===== src/rtl/alu_bist.sv =====
// Closed-loop self-test sequencer for the 4-bit, 3-bit-select ALU.
// It walks all 2048 (sel, IN0, IN1) vectors, checks OUT against a reference model, and reports the results.
module alu_bist #(
   parameter int ALU_LAT = 0
) (
   input  logic        clk,
   input  logic        rst_n,
   input  logic        start,
   input  logic [3:0]  OUT,
   output logic [2:0]  sel,
   output logic [3:0]  IN0,
   output logic [3:0]  IN1,
   output logic        busy,
   output logic        done,
   output logic        pass,
   output logic [11:0] err_cnt,
   output logic [2:0]  fail_sel,
   output logic [3:0]  fail_in0,
   output logic [3:0]  fail_in1,
   output logic [3:0]  fail_out
);

   typedef enum logic [2:0] {
      S_IDLE  = 3'd0,
      S_DRIVE = 3'd1,
      S_WAIT  = 3'd2,
      S_CHECK = 3'd3,
      S_DONE  = 3'd4
   } state_t;

   localparam logic [15:0] LAT_LAST = (ALU_LAT > 0) ? 16'(ALU_LAT - 1) : 16'd0;
   localparam logic [11:0] ERR_MAX  = 12'hFFF;
   localparam logic [10:0] VEC_LAST = 11'h7FF;

   state_t      state_q, state_d;
   logic [10:0] vec_q, vec_d;
   logic [15:0] wait_q, wait_d;
   logic        start_q, start_d;
   logic        busy_q, busy_d;
   logic        done_q, done_d;
   logic        pass_q, pass_d;
   logic [11:0] err_q, err_d;
   logic [2:0]  fsel_q, fsel_d;
   logic [3:0]  fin0_q, fin0_d;
   logic [3:0]  fin1_q, fin1_d;
   logic [3:0]  fout_q, fout_d;
   logic [3:0]  model_out;
   logic        mismatch;

   function automatic logic [3:0] alu_model(input logic [2:0] op,
                                            input logic [3:0] a,
                                            input logic [3:0] b);
      logic [3:0] r;
      case (op)
         3'b000:  r = a & b;
         3'b001:  r = a | b;
         3'b010:  r = a ^ b;
         3'b011:  r = ~a;
         3'b100:  r = a + b;
         3'b101:  r = a - b;
         3'b110:  r = {a[2:0], 1'b0};
         3'b111:  r = {1'b0, a[3:1]};
         default: r = 4'h0;
      endcase
      return r;
   endfunction

   assign model_out = alu_model(vec_q[10:8], vec_q[7:4], vec_q[3:0]);
   assign mismatch  = (OUT != model_out);

   // Next-state logic; start is only registered while the controller can act on it.
   always_comb begin
      state_d = state_q;
      vec_d   = vec_q;
      wait_d  = wait_q;
      busy_d  = busy_q;
      done_d  = done_q;
      pass_d  = pass_q;
      err_d   = err_q;
      fsel_d  = fsel_q;
      fin0_d  = fin0_q;
      fin1_d  = fin1_q;
      fout_d  = fout_q;
      start_d = start & ((state_q == S_IDLE) | (state_q == S_DONE));
      case (state_q)
         S_IDLE, S_DONE: begin
            if (start_q) begin
               state_d = S_DRIVE;
               vec_d   = 11'd0;
               err_d   = 12'd0;
               fsel_d  = 3'd0;
               fin0_d  = 4'd0;
               fin1_d  = 4'd0;
               fout_d  = 4'd0;
               busy_d  = 1'b1;
               done_d  = 1'b0;
               pass_d  = 1'b0;
            end else begin
               state_d = state_q;
            end
         end
         S_DRIVE: begin
            wait_d  = 16'd0;
            state_d = (ALU_LAT > 0) ? S_WAIT : S_CHECK;
         end
         S_WAIT: begin
            if (wait_q == LAT_LAST) begin
               state_d = S_CHECK;
            end else begin
               wait_d = wait_q + 16'd1;
            end
         end
         S_CHECK: begin
            if (mismatch) begin
               if (err_q != ERR_MAX) begin
                  err_d = err_q + 12'd1;
               end else begin
                  err_d = err_q;
               end
               // err_q never returns to zero once it counts, so zero marks the first error.
               if (err_q == 12'd0) begin
                  fsel_d = vec_q[10:8];
                  fin0_d = vec_q[7:4];
                  fin1_d = vec_q[3:0];
                  fout_d = OUT;
               end else begin
                  fsel_d = fsel_q;
               end
            end else begin
               err_d = err_q;
            end
            if (vec_q == VEC_LAST) begin
               state_d = S_DONE;
               busy_d  = 1'b0;
               done_d  = 1'b1;
               pass_d  = (err_q == 12'd0) & ~mismatch;
            end else begin
               vec_d   = vec_q + 11'd1;
               state_d = S_DRIVE;
            end
         end
         default: state_d = S_IDLE;
      endcase
   end

   // State and result registers with synchronous active-low reset.
   always_ff @(posedge clk) begin
      if (!rst_n) begin
         state_q <= S_IDLE;
         vec_q   <= 11'd0;
         wait_q  <= 16'd0;
         start_q <= 1'b0;
         busy_q  <= 1'b0;
         done_q  <= 1'b0;
         pass_q  <= 1'b0;
         err_q   <= 12'd0;
         fsel_q  <= 3'd0;
         fin0_q  <= 4'd0;
         fin1_q  <= 4'd0;
         fout_q  <= 4'd0;
      end else begin
         state_q <= state_d;
         vec_q   <= vec_d;
         wait_q  <= wait_d;
         start_q <= start_d;
         busy_q  <= busy_d;
         done_q  <= done_d;
         pass_q  <= pass_d;
         err_q   <= err_d;
         fsel_q  <= fsel_d;
         fin0_q  <= fin0_d;
         fin1_q  <= fin1_d;
         fout_q  <= fout_d;
      end
   end

   assign sel      = vec_q[10:8];
   assign IN0      = vec_q[7:4];
   assign IN1      = vec_q[3:0];
   assign busy     = busy_q;
   assign done     = done_q;
   assign pass     = pass_q;
   assign err_cnt  = err_q;
   assign fail_sel = fsel_q;
   assign fail_in0 = fin0_q;
   assign fail_in1 = fin1_q;
   assign fail_out = fout_q;

endmodule


===== config.mk =====
export PLATFORM = sky130hd
export DESIGN_NAME = alu_bist
export DESIGN_NICKNAME = d
export VERILOG_FILES = /design/src/rtl/alu_bist.sv
export SDC_FILE = /design/constraint.sdc
export NUM_CORES = 1
export LEC_CHECK = 0
export ABC_AREA = 1
export BUFFER_PORTS_ARGS = -buffer_cell sky130_fd_sc_hd__buf_2
export CAP_MARGIN = 25
export CORE_UTILIZATION = 40
export CTS_BUF_LIST = sky130_fd_sc_hd__clkbuf_8
export CTS_CLUSTER_DIAMETER = 120
export DETAILED_ROUTE_END_ITERATION = 10
export PLACE_DENSITY = 0.58
export SLEW_MARGIN = 40
export SYNTH_ARGS = -nofsm -noshare
export SYNTH_HDL_FRONTEND = slang
export SYNTH_SLANG_ARGS = --single-unit

===== constraint.sdc =====
create_clock -name clk -period 3.7 [get_ports clk]
set_input_delay 0.555 -clock clk [delete_from_list [all_inputs] [get_ports clk]]
set_output_delay 0.555 -clock clk [all_outputs]
set_load 0.03 [all_outputs]

; ---- After elaboration in Yosys (flattened, before gate mapping)
; Cells that the tools add are included.
[word_totals]
reg_bits = 61
input_bits = 7
out_inout_bits = 41
[classes]
add_sub_neg = 5
eq_ne = 22
n_mux = 36
n_bitwise = 8
n_reduce_logical = 13
[op_table]
columns = op, count
row1 = 12-bit two-way mux, 3
row2 = 16-bit one-hot mux with 2 select lines, 1
row3 = 4-bit one-hot mux with 8 select lines, 1
row4 = 4-bit two-way mux, 7
row5 = 12-bit one-hot mux with 2 select lines, 1
row6 = 4-bit one-hot mux with 2 select lines, 3
row7 = 11-bit two-way mux, 2
row8 = 11-bit one-hot mux with 2 select lines, 1
row9 = 3-bit two-way mux, 6
row10 = 16-bit by 1-bit adder with 16-bit output (second input constant), 1
row11 = 16-bit zero test, 1
row12 = 16-bit two-way mux, 1
row13 = 2-bit inequality test (second input constant), 8
row14 = 3-bit equality test (second input constant), 5
row15 = 12-bit by 1-bit adder with 12-bit output (second input constant), 1
row16 = 3-bit by 2-bit equality test with 1-bit output (second input constant), 4
row17 = 12-bit zero test, 1
row18 = 12-bit inequality test (second input constant), 1
row19 = 3-bit one-hot mux with 4 select lines, 1
row20 = 11-bit by 1-bit adder with 11-bit output (second input constant), 1
row21 = 11-bit equality test (second input constant), 1
row22 = 4-bit AND reduction, 2
row23 = 3-bit by 1-bit equality test with 1-bit output (second input constant), 2
row24 = 3-bit zero test, 2
row25 = other kinds (17), 27

; ---- Logic depth before layout (Yosys ltp)
; Gate-level depths: netlist of run 1.
[logic_depth]
word_depth = 7
mapped_depth = 22
mapped_depth_nobuf = 20

; ---- Worst setup path before layout of run 1
; No wires, ideal clock.
[synth_timing]
path_kind = flip-flop to flip-flop
startpoint = reg vec_q[0]
endpoint = reg fin0_q[3], in the netlist fail_in0[3]
setup_ps = 110
arrival_ps = 2800
t_required_ps = 3590
path_slack_ps = 790
path_stages_with_launch = 20
n_path_buf = 1
period_less_slack_ps = 2910
path_cell_list = dfxtp_1 > inv_1 > ha_1 > nand2_1 > o21ai_0 > fa_1 > xnor2_1 > a21oi_1 > nand2_1 > nand2_1 > nand2_1 > nand2_1 > nand3_2 > nor2_4 > nand2_8 > nand3_4 > buf_8 > nand2_2 > inv_2 > nor2_1
[synth_between]
elab_chain_cells = 5
word_cells_on_any_way = 9
classes_between = 2 x add/sub / 2 x eq/ne / 1 x mux / 3 x bitwise / 1 x reduce/logical
[synth_lines]
columns = item, line
row1 = "start, declared", 36  ; logic [10:0] vec_q, vec_d;
row2 = "start signal, assigned", 163  ; vec_q <= vec_d;
row3 = "4-bit subtractor, or another cell as far along", 60  ; 3'b101: r = a - b;
row4 = 4-bit one-hot mux with 8 select lines *, 54  ; case (op)
row5 = 4-bit inequality test *, 69  ; assign mismatch = (OUT != model_out);
row6 = 2-bit inequality test (no line) *, -
row7 = 4-bit AND reduction (no line) *, -
row8 = "end signal, assigned", 171  ; fin0_q <= fin0_d;
row9 = "end, declared", 44  ; logic [3:0] fin0_q, fin0_d;
; Mark *: on every way between the ends. The rest lies on a longest branch, timed or not.
; A chain may end at the register's enable or synchronous reset.

; ---- Worst setup path after layout of run 1
[layout_timing]
startpoint = reg vec_q[0]
endpoint = reg fsel_q[1], in the netlist fail_sel[1]
[layout_between]
elab_chain_cells = 5
word_cells_on_any_way = 9
classes_between = 2 x add/sub / 2 x eq/ne / 1 x mux / 3 x bitwise / 1 x reduce/logical
[layout_lines]
columns = item, line
row1 = "4-bit subtractor, or another cell as far along", 60
row2 = 4-bit one-hot mux with 8 select lines *, 54
row3 = 4-bit inequality test *, 69
row4 = 2-bit inequality test (no line) *, -
row5 = 4-bit AND reduction (no line) *, -
row6 = "end signal, assigned", 170  ; fsel_q <= fsel_d;
row7 = "end, declared", 43  ; logic [2:0] fsel_q, fsel_d;
; Marked as above.

==> parameters.txt, run 1 <==
Parameter                              Value

Layout
  Non-Filler Cell Area, Final    4540 µm²
  Post-layout nets    680
  Area of all sequential standard cells    1220 µm²
  Post-layout utilization of the core    46.7%
  Total of fill cells in the finished design    1,044
  Relative area change from synthesis to final layout    13.3%
  Fraction of layout cells with a size suffix above 1    18.3%
  Antenna diodes    0
  Area of the multi-input gates    2290 µm²

Worst hold path
  WHS Path Cells    3
  Hold EP    start_q
  Type of the most critical hold path    primary input to flop
  Startpoint of the worst hold path    start

Placement
  Input/output buffers    47
  Detailed Place HPWL    7.30 mm
  Placed standard-cell area    4320 µm²
  Pre-CTS worst setup slack    0.568 ns
  RePlAce Congestion    0.926

Worst setup path
  Setup slack, reg-to-reg    0.57 ns
  Reg-to-Reg End    fail_sel[1]
  Worst path arrival time    3.37 ns
  Number of cell instances on the worst register-to-register path    18
  Worst setup path category    flop to flop
  Kind of end point of the critical path    flop
  Critical register-to-register path startpoint    vec_q[0]
  Critical path startpoint category    flop
  CP max FO    26
  Endpoint required time on the critical path    3.94 ns

Timing
  Final Cycle Share    84.5%
  Crit path setup slack, layout    0.573 ns
  Final Max Slew Viols    0
  # setup viols final    0
  Endpoints failing hold    0
  Period minus WS final    3.13 ns
  Summed negative setup slack over all endpoints    0 ns
  Highest clock frequency the design can meet    320 MHz
  Setup repair after global routing missed its margin    false
  Headroom to the max-slew limit    58.1%
  Slew at the pin closest to its max-slew limit    0.625 ns
  Setup skew after layout    0.0118 ns

Yosys
  Cell types occupying the most area after synthesis    dfxtp_1 (30%), nand2_1 (15%), inv_1 (7.1%)
  Yosys top cell area share    30.5%
  Yosys warnings    0
  Mean Syn Cell Area    6.55 µm²
  Asr flop ratio synth    0%
  Cell taking the most area after synthesis    dfxtp_1
  Unique masters post-synth    45
  Fraction of the yosys area taken by sequential cells    30.5%
  Synth Flop Type    dfxtp_1
  Cell count after synthesis    612
  Syn Std Cell Area    4010 µm²
  Number of synthesized flops with an enable pin    0
  Number of storage elements in the synthesis netlist    61
  Syn Nets    637

Clock network
  Clk pin slew, worst setup/hold paths    0.07 ns
  Number of buffers on the longest clock path    2
  Number of gates resized after cts    0
  Worst skew pair latency    0.35 ns
  Clock tree from TritonCTS    built
  Total of hold buffers inserted after clock tree synthesis    0
  Buffer type at the clock tree root    clkbuf_8
  Count of clock tree sinks    61
  H-tree level count    3
  Postcts setup bufs    0
  Num CTS Buffers    9

Drt
  1st-pass router iterations    4
  Vias post-DR    3,926
  Detail-routed net length per standard cell    12.6 µm
  DRT iter0 DRCs    166
  DRC    0
  Sum of routed wire length over all layers    10.0 mm
  Post-DRT Antenna Nets    0
  Number of vias per cell    4.95

Power and ir drop
  Clock group share of total power    24.8%
  Static leakage    2.10 nW
  Final total power    2.77 mW
  Internal power consumption    1.58 mW
  Power per cell area    610 nW/µm²
  Switching power share of the total    43.1%
  Highest ir drop seen on vdd    0.256 mV
  Net Sw Power    1.19 mW
  Sequential cell fraction of total power    32.8%
  Comb power frac    42.5%

Global routing
  Antenna violations before repair    0
  Vias in the first global route    3,522
  Aggregate global routing overflow    0
  Largest net degree at the start of global routing    33
  Global-route wire length before repair    16.7 mm
  Total global-route track usage    20.5%

Die
  DIE WIDTH    102 µm
  Count of pins on the block boundary    48
  Core Area    9730 µm²
  Die area    10,400 µm²
  Standard-cell row count    36
  Initial core utilization    41.2%
  DIE HEIGHT    102 µm

Job
  Max-cap viol count    0

Outcome
  Run status    finished clean
[sequential cells by signal, summed over array words and instances (netlist names), 3 cells and up]
signal / flops
fail_in0: 4
err_cnt: 12
fail_out: 4
fail_in1: 4
fail_sel: 3
wait_q: 16
state_q: 3
vec_q: 11
[routing by layer]
metal	global-route usage, %	wire length, µm	part of all wire (%)	vias up
li1	-	-	-	2039
met1	28.1	4930	49	1768
met2	31.6	4410	44	101
met3	3.63	511	5.1	18
met4	8.68	163	1.6	0
met5	0	0	0	-
[cells by family after synthesis]
kind of cell             synth area share, %
XOR/XNOR                                1.53
AND/OR/NAND/NOR                         41.2
AO/OA/AOI/OAI                           8.58
flip-flops                              30.5
adder cells (fa/ha/maj)                 5.81
buffers and inverters                   12.5
[placed cells by master, fill, tap and decap left out, drive strengths merged]
cell | Yosys | routed
clkbuf | 5 | 11
nor3b | 1 | 1
o31ai | 1 | 1
a211oi | 4 | 4
nand3 | 26 | 26
nor3 | 22 | 22
nor4b | 1 | 1
a21oi | 31 | 31
fa | 1 | 1
nand2 | 179 | 179
o21ai | 22 | 22
nor2 | 68 | 68
a31oi | 1 | 1
dfxtp | 61 | 61
bufinv | 0 | 2
clkinv | 2 | 4
nor4 | 5 | 5
nand3b | 2 | 2
or2 | 8 | 8
ha | 17 | 17
xor2 | 4 | 4
inv | 97 | 98
o211ai | 1 | 1
a21o | 1 | 1
xnor2 | 3 | 3
nand4 | 34 | 34
a311oi | 1 | 1
buf | 14 | 51
[through the flow]
stage	hold slack (ns)	cells
3_3_place_gp	0.453	777
4_1_cts	0.441	793
6_report	0.453	793
5_1_grt	0.452	793
3_5_place_dp	0.464	777
2_1_floorplan	0.459	612
[critical path: stages, from the launching register on]
cell	delay, ns
dfxtp_1	0.49
inv_1	0.18
ha_1	0.34
nand2_1	0.07
o21ai_0	0.13
fa_1	0.44
xnor2_1	0.14
a21oi_1	0.13
nand2_1	0.10
nand2_1	0.07
nand2_1	0.04
nand2_1	0.07
nand3_2	0.08
nor2_4	0.16
nand2_8	0.15
nand3_4	0.22
nand2_1	0.09
inv_1	0.06
nor2_1	0.04
[worst max-delay path by stage]
stage,start,to,cells past startpoint
5_1_grt,vec_q[0],fail_in0[2],18
3_3_place_gp,vec_q[0],fail_sel[1],18
2_1_floorplan,vec_q[0],fail_in0[3],19
4_1_cts,vec_q[0],fail_sel[1],18
3_5_place_dp,vec_q[0],fail_sel[1],18
6_report,vec_q[0],fail_sel[1],18
[power groups by stage]
stage          clock (mW)  combinational, mW  sequential, mW
2_1_floorplan           0              0.721            1.13
3_3_place_gp            0               1.17           0.918
3_5_place_dp            0               1.17           0.924
4_1_cts             0.699               1.18           0.910
5_1_grt             0.733               1.34           0.928
6_report            0.686               1.18           0.908
[cells in the mapped netlist (3+ instances only)]
master / n
xor2_1: 4
clkbuf_1: 5
nor3_2: 3
buf_6: 4
nor3_1: 18
or2_1: 3
a211oi_1: 4
o21ai_0: 18
nor4_1: 5
nand4_1: 34
nor2_1: 63
nand2_1: 164
buf_1: 3
ha_1: 17
a21oi_1: 30
nor2_4: 4
or2_2: 5
xnor2_1: 3
inv_1: 76
nand2_2: 13
buf_2: 4
dfxtp_1: 61
inv_2: 20
o21ai_1: 4
nand3_1: 22
nand3_4: 3
[final cells by class]
cell class / count / area share [%]
Inverter: 99 / 8.24
Tap cell: 133 / 3.66
Clock inverter: 5 / 1.63
Sequential cell: 61 / 26.9
Multi-Input combinational cell: 433 / 50.4
Clock buffer: 11 / 3.33
Timing Repair Buffer: 51 / 5.84
Note: power is estimated with default switching activity, not from simulation.
==> run 2: changes to the inputs <==
==> constraint.sdc (replaced) <==
create_clock -name clk -period 3.1 [get_ports clk]
set_input_delay 0.465 -clock clk [delete_from_list [all_inputs] [get_ports clk]]
set_output_delay 0.465 -clock clk [all_outputs]
set_load 0.03 [all_outputs]
==> parameters.txt, run 2 (same netlist as run 1, synthesis figures left out) <==
Parameter                              Value

Outcome
  Run status    finished clean

Layout
  Area of the multi-input gates    2310 µm²
  Post-layout nets    685
  Relative area change from synthesis to final layout    14.0%
  Most common cell after layout, fill and taps aside    nand2_1
  Antenna diodes    0
  Largest Register    wait_q
  Total of fill cells in the finished design    1,073
  Area of all sequential standard cells    1220 µm²
  Fraction of layout cells with a size suffix above 1    19.1%
  Highest-count cells in the layout ignoring fill and taps    nand2_1 (164), inv_1 (76), nor2_1 (63)
  Flip-flop count of the largest register after layout    16

Timing
  Setup repair after global routing missed its margin    false
  Setup skew after layout    0.00841 ns
  Final Cycle Share    90.7%
  Summed negative setup slack over all endpoints    0 ns
  # setup viols final    0
  Period minus WS final    2.81 ns
  Endpoints failing hold    0
  Crit path setup slack, layout    0.288 ns
  Highest clock frequency the design can meet    356 MHz
  Final Max Slew Viols    0
  Headroom to the max-slew limit    59.4%
  Slew at the pin closest to its max-slew limit    0.610 ns

Worst setup path
  Number of cell instances on the worst register-to-register path    18
  CP max FO    28
  Critical-path top delay cell    fa_1
  Critical path startpoint category    flop
  Critical register-to-register path startpoint    vec_q[1]
  Delay contributed by the slowest stage of the critical path    0.43 ns
  Worst path arrival time    3.05 ns
  Kind of end point of the critical path    flop
  Crit path launch    vec_q[1]
  Endpoint required time on the critical path    3.34 ns
  Worst path most repeated cell    nand2_1
  Cells traversed along the worst timing path    inv_1 > ha_1 > nand2_1 > o21ai_0 > fa_1 > xnor2_1 > a21oi_1 > nand2_1 > nand2_1 > nand2_1 > nand2_1 > nand3_2 > nor2_4 > nand2_8 > nand3_2 > nand2_2 > inv_2 > nor2_1
  Worst setup path category    flop to flop

Drt
  Post-DRT Antenna Nets    0
  DRC    0
  Vias post-DR    3,983
  Number of vias per cell    4.99
  Detail-routed net length per standard cell    12.9 µm
  DRT iter0 DRCs    237
  Sum of routed wire length over all layers    10.3 mm
  1st-pass router iterations    5

Die
  Die area    10,400 µm²
  DIE HEIGHT    102 µm
  Count of pins on the block boundary    48
  DIE WIDTH    102 µm
  Core Area    9730 µm²
  Initial core utilization    41.2%
  Standard-cell row count    36

Power and ir drop
  Highest ir drop seen on vdd    0.291 mV
  Power per cell area    724 nW/µm²
  Final total power    3.31 mW
  Static leakage    2.11 nW

Placement
  Input/output buffers    47
  RePlAce Congestion    0.889
  Detailed Place HPWL    7.42 mm
  Pre-CTS worst setup slack    0.234 ns

Clock network
  Num CTS Buffers    9
  Number of buffers on the longest clock path    2
  Count of clock tree sinks    61
  H-tree level count    3
  Worst skew pair latency    0.34 ns
  Clock tree from TritonCTS    built
  Clk pin slew, worst setup/hold paths    0.07 ns
  Buffer type at the clock tree root    clkbuf_8
  Postcts setup bufs    0

Worst hold path
  Type of the most critical hold path    primary input to flop
  Startpoint of the worst hold path    start
  WHS Path Cells    3

Job
  Max-cap viol count    0

Global routing
  Total global-route track usage    20.7%
  Largest net degree at the start of global routing    33
  Antenna violations before repair    0
  Global-route wire length before repair    16.9 mm
  Aggregate global routing overflow    0
  Vias in the first global route    3,598
run 2: cell count changes in the layout (fill, tap and decap cells not counted):
cell,previous run,this run
o21ai_1,4,5
buf_4,4,7
clkinvlp_4,0,2
clkinv_2,2,3
nand3_2,1,3
o21ai_0,18,17
clkbuf_8,11,9
inv_1,77,76
run 2: worst paths after layout:
| path | to | slack, ns |
|---|---|---|
| worst max register to register | fail_in0[0] | 0.29 |
| worst min register to register | pass | 0.48 |
| worst min-delay path | start_q | 0.37 |
| worst max-delay path | fail_in0[0] | 0.29 |
run 2: routing by layer:
metal  part of all wire [%]  global-route usage (%)  routed length [µm]  vias to the layer above
met2                     46                    33.8                4710                       92
met5                      0                       0                   0                        -
met3                    4.0                    3.97                 415                       10
li1                       -                       -                   -                     2053
met4                    1.4                    6.48                 145                        0
met1                     49                    27.6                4990                     1828
run 2: area by class of cell:
class                           instances  area share [%]
Inverter                               99            8.18
Clock inverter                          7            1.97
Sequential cell                        61            26.7
Multi-Input combinational cell        435            50.5
Tap cell                              133            3.64
Clock buffer                            9            2.71
Timing Repair Buffer                   54            6.29
run 2: power by group:
group / total (mW) / switching, mW / leakage [nW] / internal (mW)
clock: 0.785 / 0.337 / 0.105 / 0.448
sequential: 1.08 / 0.124 / 0.496 / 0.952
combinational: 1.45 / 0.993 / 1.51 / 0.457
run 2: metrics by stage:
stage	instance area, µm²	cells	util [%]	hold WS (ns)
floorplan	4010	612	-	0.459
global placement	4340	780	44.6	0.452
detailed placement	4340	780	44.6	0.476
CTS	4550	796	46.8	0.351
global route	4570	798	47.0	0.366
finish	4570	798	47.0	0.368
run 2: what timing repair did:
action,CTS,global route
gates resized for setup,0,1
hold endpoints to repair,0,0
hold buffers,0,0
endpoints found under the setup margin,0,27
run 2: critical path: cells and delay by family, from the launching register on:
family                   cells  cell delay (ns)
adder cells (fa/ha/maj)      2             0.73
AO/OA/AOI/OAI                2             0.28
flip-flops                   1             0.33
buffers and inverters        2             0.15
XOR/XNOR                     1             0.14
AND/OR/NAND/NOR             11             1.07
